### config.mk
export PLATFORM = sky130hd
export DESIGN_NAME = regfile_dump
export DESIGN_NICKNAME = d
export VERILOG_FILES = /design/src/rtl/tinyrv1_dbg_pkg.sv /design/src/rtl/regfile_dump.sv
export SDC_FILE = /design/constraint.sdc
export NUM_CORES = 1
export LEC_CHECK = 0
export BUFFER_PORTS_ARGS = -buffer_cell sky130_fd_sc_hd__buf_2
export CORE_MARGIN = 5
export CORE_UTILIZATION = 49
export CTS_BUF_LIST = sky130_fd_sc_hd__clkbuf_4
export CTS_CLUSTER_DIAMETER = 30
export DETAILED_ROUTE_END_ITERATION = 10
export PLACE_DENSITY_LB_ADDON = 0.3
export RECOVER_POWER = 100
export SYNTH_ARGS = -nofsm -noshare
export SYNTH_HDL_FRONTEND = slang
export SYNTH_SLANG_ARGS = --single-unit
### constraint.sdc
create_clock -name clk -period 2.4 [get_ports clk]
set_clock_uncertainty 0.05 [all_clocks]
set_input_delay 0.48 -clock clk [delete_from_list [all_inputs] [get_ports clk]]
set_output_delay 0.48 -clock clk [all_outputs]
set_load 0.01 [all_outputs]
### src/rtl/tinyrv1_dbg_pkg.sv
// ----------------------------------------------------------------------------
// tinyrv1_dbg_pkg
//
// Shared definitions for the TinyRV1 debug read-out blocks.
//   dump_state_t : state encoding of the register-file dump engine
//   RF_ADDR_W    : register index width of the TinyRV1 register file
//   RF_DATA_W    : register data width of the TinyRV1 register file
// ----------------------------------------------------------------------------
package tinyrv1_dbg_pkg;

   localparam int RF_ADDR_W = 5;
   localparam int RF_DATA_W = 32;

   typedef enum logic [1:0] {
      IDLE = 2'd0,
      LOAD = 2'd1,
      SEND = 2'd2,
      DONE = 2'd3
   } dump_state_t;

endpackage : tinyrv1_dbg_pkg

### src/rtl/regfile_dump.sv
// ----------------------------------------------------------------------------
// regfile_dump
//
// Debug read-out engine for the TinyRV1 register file. On an accepted start
// it walks the inclusive index range [lo_addr, hi_addr] over one spare
// regfile read port and streams {index, value} beats on a valid/ready link.
//
// Ports
//   clk       : clock
//   rst       : synchronous, active-high reset
//   start     : dump request, only looked at while idle
//   lo_addr   : first register index, captured with start
//   hi_addr   : last register index (inclusive), captured with start
//   abort     : cancel the dump in progress (no done pulse)
//   rf_raddr  : regfile read address, straight from the pointer register
//   rf_rdata  : combinational regfile read data for rf_raddr
//   out_val   : beat valid
//   out_rdy   : consumer ready
//   out_addr  : register index of the current beat
//   out_data  : register value of the current beat
//   busy      : engine is not idle
//   done      : one-cycle pulse when a dump completes normally
//
// Each value is sampled in the cycle its index sits on rf_raddr, so a beat
// reflects the register at read time (per-beat snapshot, not atomic).
// ----------------------------------------------------------------------------
module regfile_dump
   import tinyrv1_dbg_pkg::*;
#(
   parameter int ADDR_W = RF_ADDR_W,
   parameter int DATA_W = RF_DATA_W
) (
   input  logic              clk,
   input  logic              rst,
   input  logic              start,
   input  logic [ADDR_W-1:0] lo_addr,
   input  logic [ADDR_W-1:0] hi_addr,
   input  logic              abort,
   output logic [ADDR_W-1:0] rf_raddr,
   input  logic [DATA_W-1:0] rf_rdata,
   output logic              out_val,
   input  logic              out_rdy,
   output logic [ADDR_W-1:0] out_addr,
   output logic [DATA_W-1:0] out_data,
   output logic              busy,
   output logic              done
);

   localparam logic [ADDR_W-1:0] ADDR_ONE = {{(ADDR_W-1){1'b0}}, 1'b1};

   dump_state_t       state_q, state_d;
   logic [ADDR_W-1:0] ptr_q, ptr_d;
   logic [ADDR_W-1:0] hi_q, hi_d;
   logic [ADDR_W-1:0] addr_d;
   logic [DATA_W-1:0] data_d;
   logic              val_d;
   logic              hs;
   logic              last_beat;

   // The read address is the pointer register itself; the regfile answers
   // combinationally and the value is captured into the output stage.
   assign rf_raddr  = ptr_q;
   assign busy      = (state_q != IDLE);
   assign done      = (state_q == DONE) && !abort;
   assign hs        = out_val && out_rdy;
   assign last_beat = (out_addr == hi_q);

   always_comb begin
      state_d = state_q;
      ptr_d   = ptr_q;
      hi_d    = hi_q;
      addr_d  = out_addr;
      data_d  = out_data;
      val_d   = out_val;

      if (state_q != IDLE && abort) begin
         // Abort outranks handshake and completion; the pending beat is dropped.
         state_d = IDLE;
         val_d   = 1'b0;
      end else begin
         unique case (state_q)
            IDLE: begin
               // abort in IDLE also suppresses the start
               if (start && !abort) begin
                  ptr_d   = lo_addr;
                  hi_d    = hi_addr;
                  state_d = (lo_addr > hi_addr) ? DONE : LOAD;
               end
            end
            LOAD: begin
               addr_d  = ptr_q;
               data_d  = rf_rdata;
               val_d   = 1'b1;
               ptr_d   = ptr_q + ADDR_ONE;
               state_d = SEND;
            end
            SEND: begin
               if (hs) begin
                  if (last_beat) begin
                     // ptr may have wrapped past the top index; it is never
                     // presented, so the wrap is harmless.
                     val_d   = 1'b0;
                     state_d = DONE;
                  end else begin
                     addr_d = ptr_q;
                     data_d = rf_rdata;
                     ptr_d  = ptr_q + ADDR_ONE;
                  end
               end
            end
            DONE: begin
               state_d = IDLE;
            end
            default: begin
               state_d = IDLE;
               val_d   = 1'b0;
            end
         endcase
      end
   end

   always_ff @(posedge clk) begin
      if (rst) begin
         state_q  <= IDLE;
         ptr_q    <= '0;
         hi_q     <= '0;
         out_addr <= '0;
         out_data <= '0;
         out_val  <= 1'b0;
      end else begin
         state_q  <= state_d;
         ptr_q    <= ptr_d;
         hi_q     <= hi_d;
         out_addr <= addr_d;
         out_data <= data_d;
         out_val  <= val_d;
      end
   end

endmodule : regfile_dump

## Yosys cells after proc, flatten, opt, wreduce, memory -nomap -nowiden

Index checks and enable logic that the tools add are counted.

| operators by class | value |
|---|---|
| equality and inequality tests | 8 |
| magnitude comparators | 1 |
| bitwise gates (word level) | 1 |
| add/sub/neg operators | 1 |
| reduce and logical (&&, ||, !) cells | 15 |
| mux-type cells | 18 |

Operators by type and width:

| cell | count |
|---|---|
| $mux 32 | 2 |
| $pmux 32 s2 | 1 |
| $mux 5 | 5 |
| $pmux 5 s3 | 1 |
| $pmux 5 s2 | 1 |
| $reduce_and 3->1 | 3 |
| $mux 2 | 4 |
| $ne 2x2->1 const B | 4 |
| $pmux 2 s4 | 1 |
| $add 5x1->5 const B | 1 |
| $eq 5x5->1 | 1 |
| $gt 5x5->1 | 1 |
| $reduce_and 5->1 | 1 |
| $eq 2x2->1 const B | 2 |
| $logic_and 1x1->1 | 4 |
| $reduce_and 4->1 | 1 |
| $reduce_bool 2->1 | 2 |
| $reduce_bool 3->1 | 1 |
| $eq 2x1->1 const B | 1 |
| $logic_not 2->1 | 1 |
| $mux 1 | 2 |
| $pmux 1 s2 | 1 |
| $reduce_or 2->1 | 1 |
| $logic_not 1->1 | 1 |
| $not 1->1 | 1 |

| word-level totals | value |
|---|---|
| register bits | 50 |
| word-level logic and storage cells | 50 |
| output and inout bits | 45 |
| input port bits | 47 |

## Longest topological paths before layout

Gate-level depths: netlist (run 1).

| depth | value |
|---|---|
| depth after elaboration | 4 |
| gate-level depth with buffers | 9 |
| depth with buffers taken out | 7 |

## Worst setup path after synthesis (run 1)

No wires, ideal clock.

| timing | value |
|---|---|
| path type | reg2reg |
| start point | register state_q[0] |
| end point | register ptr_q[0], in the netlist rf_raddr[0] |
| setup time | 0.070 ns |
| period minus slack after synthesis | 2.109 ns |
| required time | 2.280 ns |
| slack | 0.291 ns |
| buffers on the path | 1 |
| data arrival time | 1.988 ns |
| stages on the path, launching flop included | 9 |
| cells stage by stage | dfxtp_1 > inv_1 > ha_1 > a21boi_1 > or4_1 > a31o_1 > buf_6 > or3_1 > a21oi_1 |

| on the way | value |
|---|---|
| word-level cells in the longest chain between the ends | 4 |
| elaborated cells between the ends (all ways) | 12 |
| those cells by class | eq/ne (5); mux (1); bitwise (1); reduce/logical (5) |

RTL lines:

| what | line | RTL |
|---|---|---|
| from (decl) | regfile_dump.sv:51 | `dump_state_t state_q, state_d;` |
| from (signal assigned) | regfile_dump.sv:131 | `state_q <= state_d;` |
| branches (longest 4 deep; another with $reduce_and 5->1) | -- |  |
| to (signal assigned) | regfile_dump.sv:132 | `ptr_q <= ptr_d;` |
| to (decl) | regfile_dump.sv:52 | `logic [ADDR_W-1:0] ptr_q, ptr_d;` |

Several ways; the timed one is not identified.
A chain may end at the register's enable or synchronous reset.

## Worst setup path after layout (run 1)

Ends and elaborated chain as after synthesis.

==> impl_metrics.csv, run 1 <==
group,metric,value,unit
status,status,"finished clean",
detailed_routing,dr_wl_met3,396,microns
final_layout,final_cell_mix,"dfxtp_1, nor2_1, buf_2, clkbuf_1, mux2i_1",
yosys,ys_seq_elements,50,
place,dp.final_hpwl,3910,microns
global_route,antenna_found_initial,0,
floorplan,rows,24,
job,cap_violations,0,
sta,drv_slew,0,
final_layout,multiInputGateArea,0.00111,sq mm
floorplan,die_y,77.1,microns
yosys,yosys.area.top_type,"dfxtp_1",
setup_path,r2r_end,"rf_raddr[0]",
clock_tree,path_clk_slew,0.15,ns
global_route,grt_usage,17.6,%
yosys,synth_edf_count,0,
global_route,grt_overflow,0,
setup_path,crit_path_max_incr_delay,0.51,ns
detailed_routing,drc_errors,0,
power,ir_worst_vdd,876,uV
detailed_routing,wl_per_cell,13.7,microns
sta,worst_pin_slew,0.873,ns
global_route,grt_max_degree,51,
yosys,synthFlopType,"dfxtp_1",
yosys,synth-seq-area-share,45.4,%
setup_path,critPathKind,"reg -> reg",
yosys,avgSynthCellArea,9.35,sq um
place,place_congestion,0.841,
floorplan,start_util,50.7,%
setup_path,r2r-start,"state_q[0]",
setup_path,ff2ff_path_depth,7,
final_layout,fillers,414,
floorplan,coreArea,0.00435,sq mm
detailed_routing,top_layer_used,"met4",
floorplan,die-area,0.00594,sq mm
final_layout,nets,383,
yosys,yosys.area.top_type_share,45.4,%
power,p_total,0.00340,W
sta,hold_viol,0,
floorplan,fp.dieW,77.1,microns
sta,maxSlewHeadroom,41.8,%
final_layout,syn2layout_area_growth,23.5,%
clock_tree,cts_sinks,50,
power,p_leak,1.39,nW
detailed_routing,dr_total_vias,1948,
clock_tree,cts_hold_buf,0,
setup_path,end_kind,"flop",
detailed_routing,wl_met2,2630,microns
detailed_routing,dr.pass1.iters,4,
sta,timing.fmax,0.441,GHz
clock_tree,cts_buffers,5,
setup_path,crit_path_start,"state_q[0]",
setup_path,critPathMaxFanout,9,
setup_path,crit_chain,"inv_1 -> ha_1 -> a21boi_1 -> or4_1 -> a31o_4 -> or3_1 -> a21oi_1",
setup_path,r2r_setup_slack,0.13,ns
clock_tree,post_cts_buffers,0,
setup_path,cp_slowest_cell,"or4_1",
yosys,ys_types,32,
sta,setup_viol,0,
setup_path,endpoint,"rf_raddr[0]",
final_layout,diodes,0,
clock_tree,cts_buffer_depth,2,
clock_tree,cts_max_level,2,
clock_tree,worstSkewPairLatency,0.37,ns
yosys,synth.area.top_cells,"dfxtp_1, mux2i_1, nor2_1",
power,powerDensity,1250,mW/mm^2
final_layout,mostFrequentLayoutCell,"dfxtp_1",
setup_path,start_kind,"flop",
clock_tree,root_buffer,"clkbuf_4",
place,port_buffers,91,
clock_tree,cts_tree,"yes",
setup_path,cp.required,2.63,ns
yosys,ys_warn_count,0,
yosys,syn_area,0.00221,sq mm
detailed_routing,drt_iter0_markers,102,
global_route,grt_pass1_wl,8700,microns
setup_path,cp.arrival,2.50,ns
floorplan,io_pins,92,
detailed_routing,via_per_inst,5.13,
clock_tree,ctsResizeCount,0,
detailed_routing,wl_met1,2110,microns
yosys,netlist_instances,236,
sta,fin_crit,2.27,ns
detailed_routing,routed_wl,5190,microns
final_layout,final_cells,380,
place,placed_cells,372,
final_layout,drive_gt1_share,19.2,%
yosys,synth_fp_nets,292,
detailed_routing,antenna_left,0,
min_path,worst_hold_path_type,"in -> reg",
yosys,async_reset_ff_share,0,%
sta,min_period_over_period,94.5,%
global_route,grt_pass1_vias,1974,
final_layout,regArea,0.00100,sq mm
synthesized netlist by cell type, drive strengths merged, types with 3 or more instances:
cell	n
inv	9
nor2	48
buf	6
o21ai	3
mux2i	40
xor2	5
nand3	8
ha	9
clkbuf	6
nor2b	5
nand2	10
nand2b	5
dfxtp	50
a31o	3
a21oi	13
logic make-up after synthesis:
| family | Yosys count | synth area share, % |
|---|---|---|
| compound gates | 26 | 7.37 |
| xor+xnor | 5 | 1.99 |
| fa+ha+maj | 9 | 5.11 |
| buf+inv | 21 | 4.59 |
| flops | 50 | 45.4 |
| mux | 41 | 18.7 |
| simple gates | 84 | 16.9 |
report_power, final:
group	switching, W	internal [W]	total (W)
Sequential	0.000146	0.00107	0.00121
Clock	0.000262	0.000220	0.000482
Combinational	0.000939	0.000765	0.00170
critical path, delay by kind of cell, from the launching register on:
kind            cells  cell delay [ns]
compound gates      3             0.58
flops               1             0.37
simple gates        2             0.86
buf+inv             1             0.07
fa+ha+maj           1             0.27
per-stage QoR:
step / hold WS, ns / setup WS (ns) / cell area (sq um) / utilization, % / setup TNS (ns)
4_1_cts: 0.261 / 0.107 / 2780 / 63.8 / 0
6_report: 0.280 / 0.132 / 2730 / 62.6 / 0
3_5_place_dp: 0.416 / 0.142 / 2700 / 61.9 / 0
3_3_place_gp: 0.407 / 0.255 / 2700 / 61.9 / 0
2_1_floorplan: 0.398 / 0.291 / 2210 / - / 0
5_1_grt: 0.263 / -0.00537 / 2730 / 62.6 / -0.00537
state kept, by name, indices dropped and copies added (netlist names):
register and count:
out_addr 5, rf_raddr 5, out_val 1, hi_q 5, out_data 32, state_q 2
worst min-delay path by stage:
stage	from	end	slack [ns]	cells past startpoint
after detailed placement	hi_q[2]	hi_q[2]	0.42	2
final	rf_rdata[31]	out_data[31]	0.28	3
after floorplan	hi_q[0]	hi_q[0]	0.40	2
after global placement	hi_q[3]	hi_q[3]	0.41	2
after global routing	rf_rdata[8]	out_data[8]	0.26	3
after CTS	rf_rdata[31]	out_data[31]	0.26	3
layer usage:
layer	up-vias	track usage (%)
met3	6	7.14
met1	905	20.0
met5	-	0
li1	980	-
met2	57	30.5
met4	0	4.30
layout make-up:
| type | instances | share of cell area (%) |
|---|---|---|
| clock buffer | 5 | 1.38 |
| clock inverter | 3 | 1.56 |
| inverter | 9 | 1.24 |
| multi-input combinational | 165 | 40.8 |
| sequential | 50 | 36.7 |
| tap | 52 | 2.39 |
| timing repair buffer | 96 | 15.9 |
No activity file was read; power rests on OpenSTA's default activity.
==> run 2, diff against run 1 <==
--- a/config.mk
+++ b/config.mk
@@ -8,7 +8,7 @@
 export BUFFER_PORTS_ARGS = -buffer_cell sky130_fd_sc_hd__buf_2
 export CORE_MARGIN = 5
 export CORE_UTILIZATION = 49
-export CTS_BUF_LIST = sky130_fd_sc_hd__clkbuf_4
+export CTS_BUF_LIST = sky130_fd_sc_hd__clkbuf_2 sky130_fd_sc_hd__clkbuf_4 sky130_fd_sc_hd__clkbuf_8
 export CTS_CLUSTER_DIAMETER = 30
 export DETAILED_ROUTE_END_ITERATION = 10
 export PLACE_DENSITY_LB_ADDON = 0.3
==> constraint.sdc (replaced) <==
create_clock -name clk -period 2.2 [get_ports clk]
set_clock_uncertainty 0.05 [all_clocks]
set_input_delay 0.44 -clock clk [delete_from_list [all_inputs] [get_ports clk]]
set_output_delay 0.44 -clock clk [all_outputs]
set_load 0.01 [all_outputs]
==> impl_metrics.csv, run 2 (synthesis results as in run 1) <==
group,metric,value,unit
sta,finalSetupTns,0,ns
global_route,grt_pass1_wl,8540,microns
floorplan,die_y,77.1,microns
power,ir_worst_vdd,705,uV
final_layout,nets,385,
clock_tree,worstSkewPairLatency,0.30,ns
sta,drv_slew,0,
clock_tree,path_clk_slew,0.09,ns
floorplan,io_pins,92,
clock_tree,cts_sinks,50,
job,cap_violations,0,
power,p_comb_share,47.8,%
power,power_frac_seq,34.5,%
detailed_routing,antenna_left,0,
place,place_congestion,0.874,
clock_tree,cts_tree,"yes",
floorplan,coreArea,0.00435,sq mm
clock_tree,root_buffer,"clkbuf_8",
clock_tree,cts_hold_buf,0,
final_layout,final_cell_mix,"nor2_1, dfxtp_1, buf_2",
power,p_int,0.00238,W
global_route,grt_pass1_vias,1977,
final_layout,final_cell_area,0.00277,sq mm
global_route,grt-busiest-layer,"met2",
setup_path,crit_chain,"inv_1 -> ha_1 -> a21boi_1 -> or3b_2 -> a31o_2 -> buf_4 -> mux2i_1 -> nor2_1",
place,dpl-instance-area,0.00272,sq mm
clock_tree,cts_max_level,2,
setup_path,critPathKind,"reg -> reg",
global_route,grt_overflow,0,
final_layout,diodes,0,
final_layout,multiInputGateArea,0.00110,sq mm
setup_path,start_kind,"flop",
setup_path,critPathMaxFanout,17,
power,powerDensity,1390,mW/mm^2
floorplan,fp.dieW,77.1,microns
global_route,antenna_found_initial,0,
sta,worst_pin_slew,0.448,ns
power,power_frac_clock,17.7,%
min_path,worst_hold_path_type,"in -> reg",
place,port_buffers,91,
detailed_routing,routed_wl,5050,microns
power,swShare,38.2,%
detailed_routing,drc_errors,0,
setup_path,critPathTopFamily,"simple AND/OR/NAND/NOR gates",
global_route,use_met1,19.3,%
detailed_routing,dr_total_vias,1952,
status,status,"finished clean",
setup_path,r2r_setup_slack,0.11,ns
final_layout,largest_reg_flops,32,
final_layout,fillers,429,
global_route,grt.met2_usage,30.9,%
floorplan,start_util,50.7,%
detailed_routing,via_per_inst,5.11,
sta,setup_viol,0,
final_layout,drive_gt1_share,20.9,%
power,p_leak,1.42,nW
setup_path,cp.required,2.33,ns
detailed_routing,dr.pass1.iters,4,
detailed_routing,drt_iter0_markers,73,
floorplan,die-area,0.00594,sq mm
setup_path,end_kind,"flop",
global_route,grt_max_degree,27,
place,placed_cells,374,
sta,timing.fmax,0.480,GHz
final_layout,syn2layout_area_growth,25.8,%
global_route,grtUsageMet3,4.57,%
final_layout,regArea,0.00100,sq mm
clock_tree,cts_buffer_depth,2,
sta,fin_crit,2.09,ns
place,dp.final_hpwl,3850,microns
power,net-switching-power,0.00147,W
global_route,grt_usage,17.2,%
clock_tree,cts_buffers,5,
sta,hold_viol,0,
setup_path,crit_path_max_incr_delay,0.44,ns
setup_path,crit_buf_inv,2,
detailed_routing,wl_per_cell,13.2,microns
floorplan,rows,24,
sta,maxSlewHeadroom,70.1,%
setup_path,cp.arrival,2.21,ns
sta,min_period_over_period,94.8,%
final_layout,regMostFlops,"out_data",
setup_path,cp_slowest_cell,"or3b_2",
final_layout,final_cells,382,
sta,rsz0062_at_grt,"false",
## run 2: changes by cell type in the layout (fill, tap and decap cells not counted), sizes merged
cell    previous run  this run
clkbuf            51        52
buf               50        52
clkinv             1         0
## run 2: worst paths after layout
kind / startpoint / to / cells after the start
setup / recovery: state_q[0] / out_data[25] / 8
hold / removal: rf_rdata[1] / out_data[1] / 3
setup reg to reg: state_q[0] / out_data[25] / 8
hold reg to reg: hi_q[3] / hi_q[3] / 2
## run 2: timing repair
item | in CTS | in global routing
setup buffers | 0 | 0
setup endpoints to repair | 0 | 10
endpoints found under the hold margin | 0 | 0
resized for setup | 0 | 3
## run 2: worst min-delay path, cell delays in order
cell and delay, ns:
buf_2 0.07, mux2i_1 0.05, nor2_1 0.07
## run 2: through the flow
step           power [W]  hold slack [ns]  worst slack (ns)  util [%]
2_1_floorplan    0.00277            0.398            0.0912         -
6_report         0.00385            0.312             0.115      63.7
4_1_cts          0.00402            0.302            0.0508      65.3
3_5_place_dp     0.00332            0.409            0.0622      62.6
3_3_place_gp     0.00328            0.408             0.152      62.6
5_1_grt          0.00415            0.303            0.0110      63.7
## run 2: routing by layer
layer  part of all wire, %  vias to the layer above
met3                   6.2                       10
met4                   2.2                        0
met2                    50                       56
li1                      -                      983
met1                    42                      903
met5                     0                        -
## run 2: area by class of cell
cell class,instances,share of cell area (%)
multi-input combinational,165,39.8
sequential,50,36.2
timing repair buffer,98,16.1
clock buffer,6,2.98
tap,52,2.35
clock inverter,2,1.40
inverter,9,1.22
## run 2: power by group through the flow
stage | clock, W | combinational [W] | sequential, W
6_report | 0.000683 | 0.00184 | 0.00133
5_1_grt | 0.000740 | 0.00204 | 0.00137
4_1_cts | 0.000702 | 0.00199 | 0.00132
3_5_place_dp | 0 | 0.00198 | 0.00134
3_3_place_gp | 0 | 0.00195 | 0.00133
2_1_floorplan | 0 | 0.00133 | 0.00143
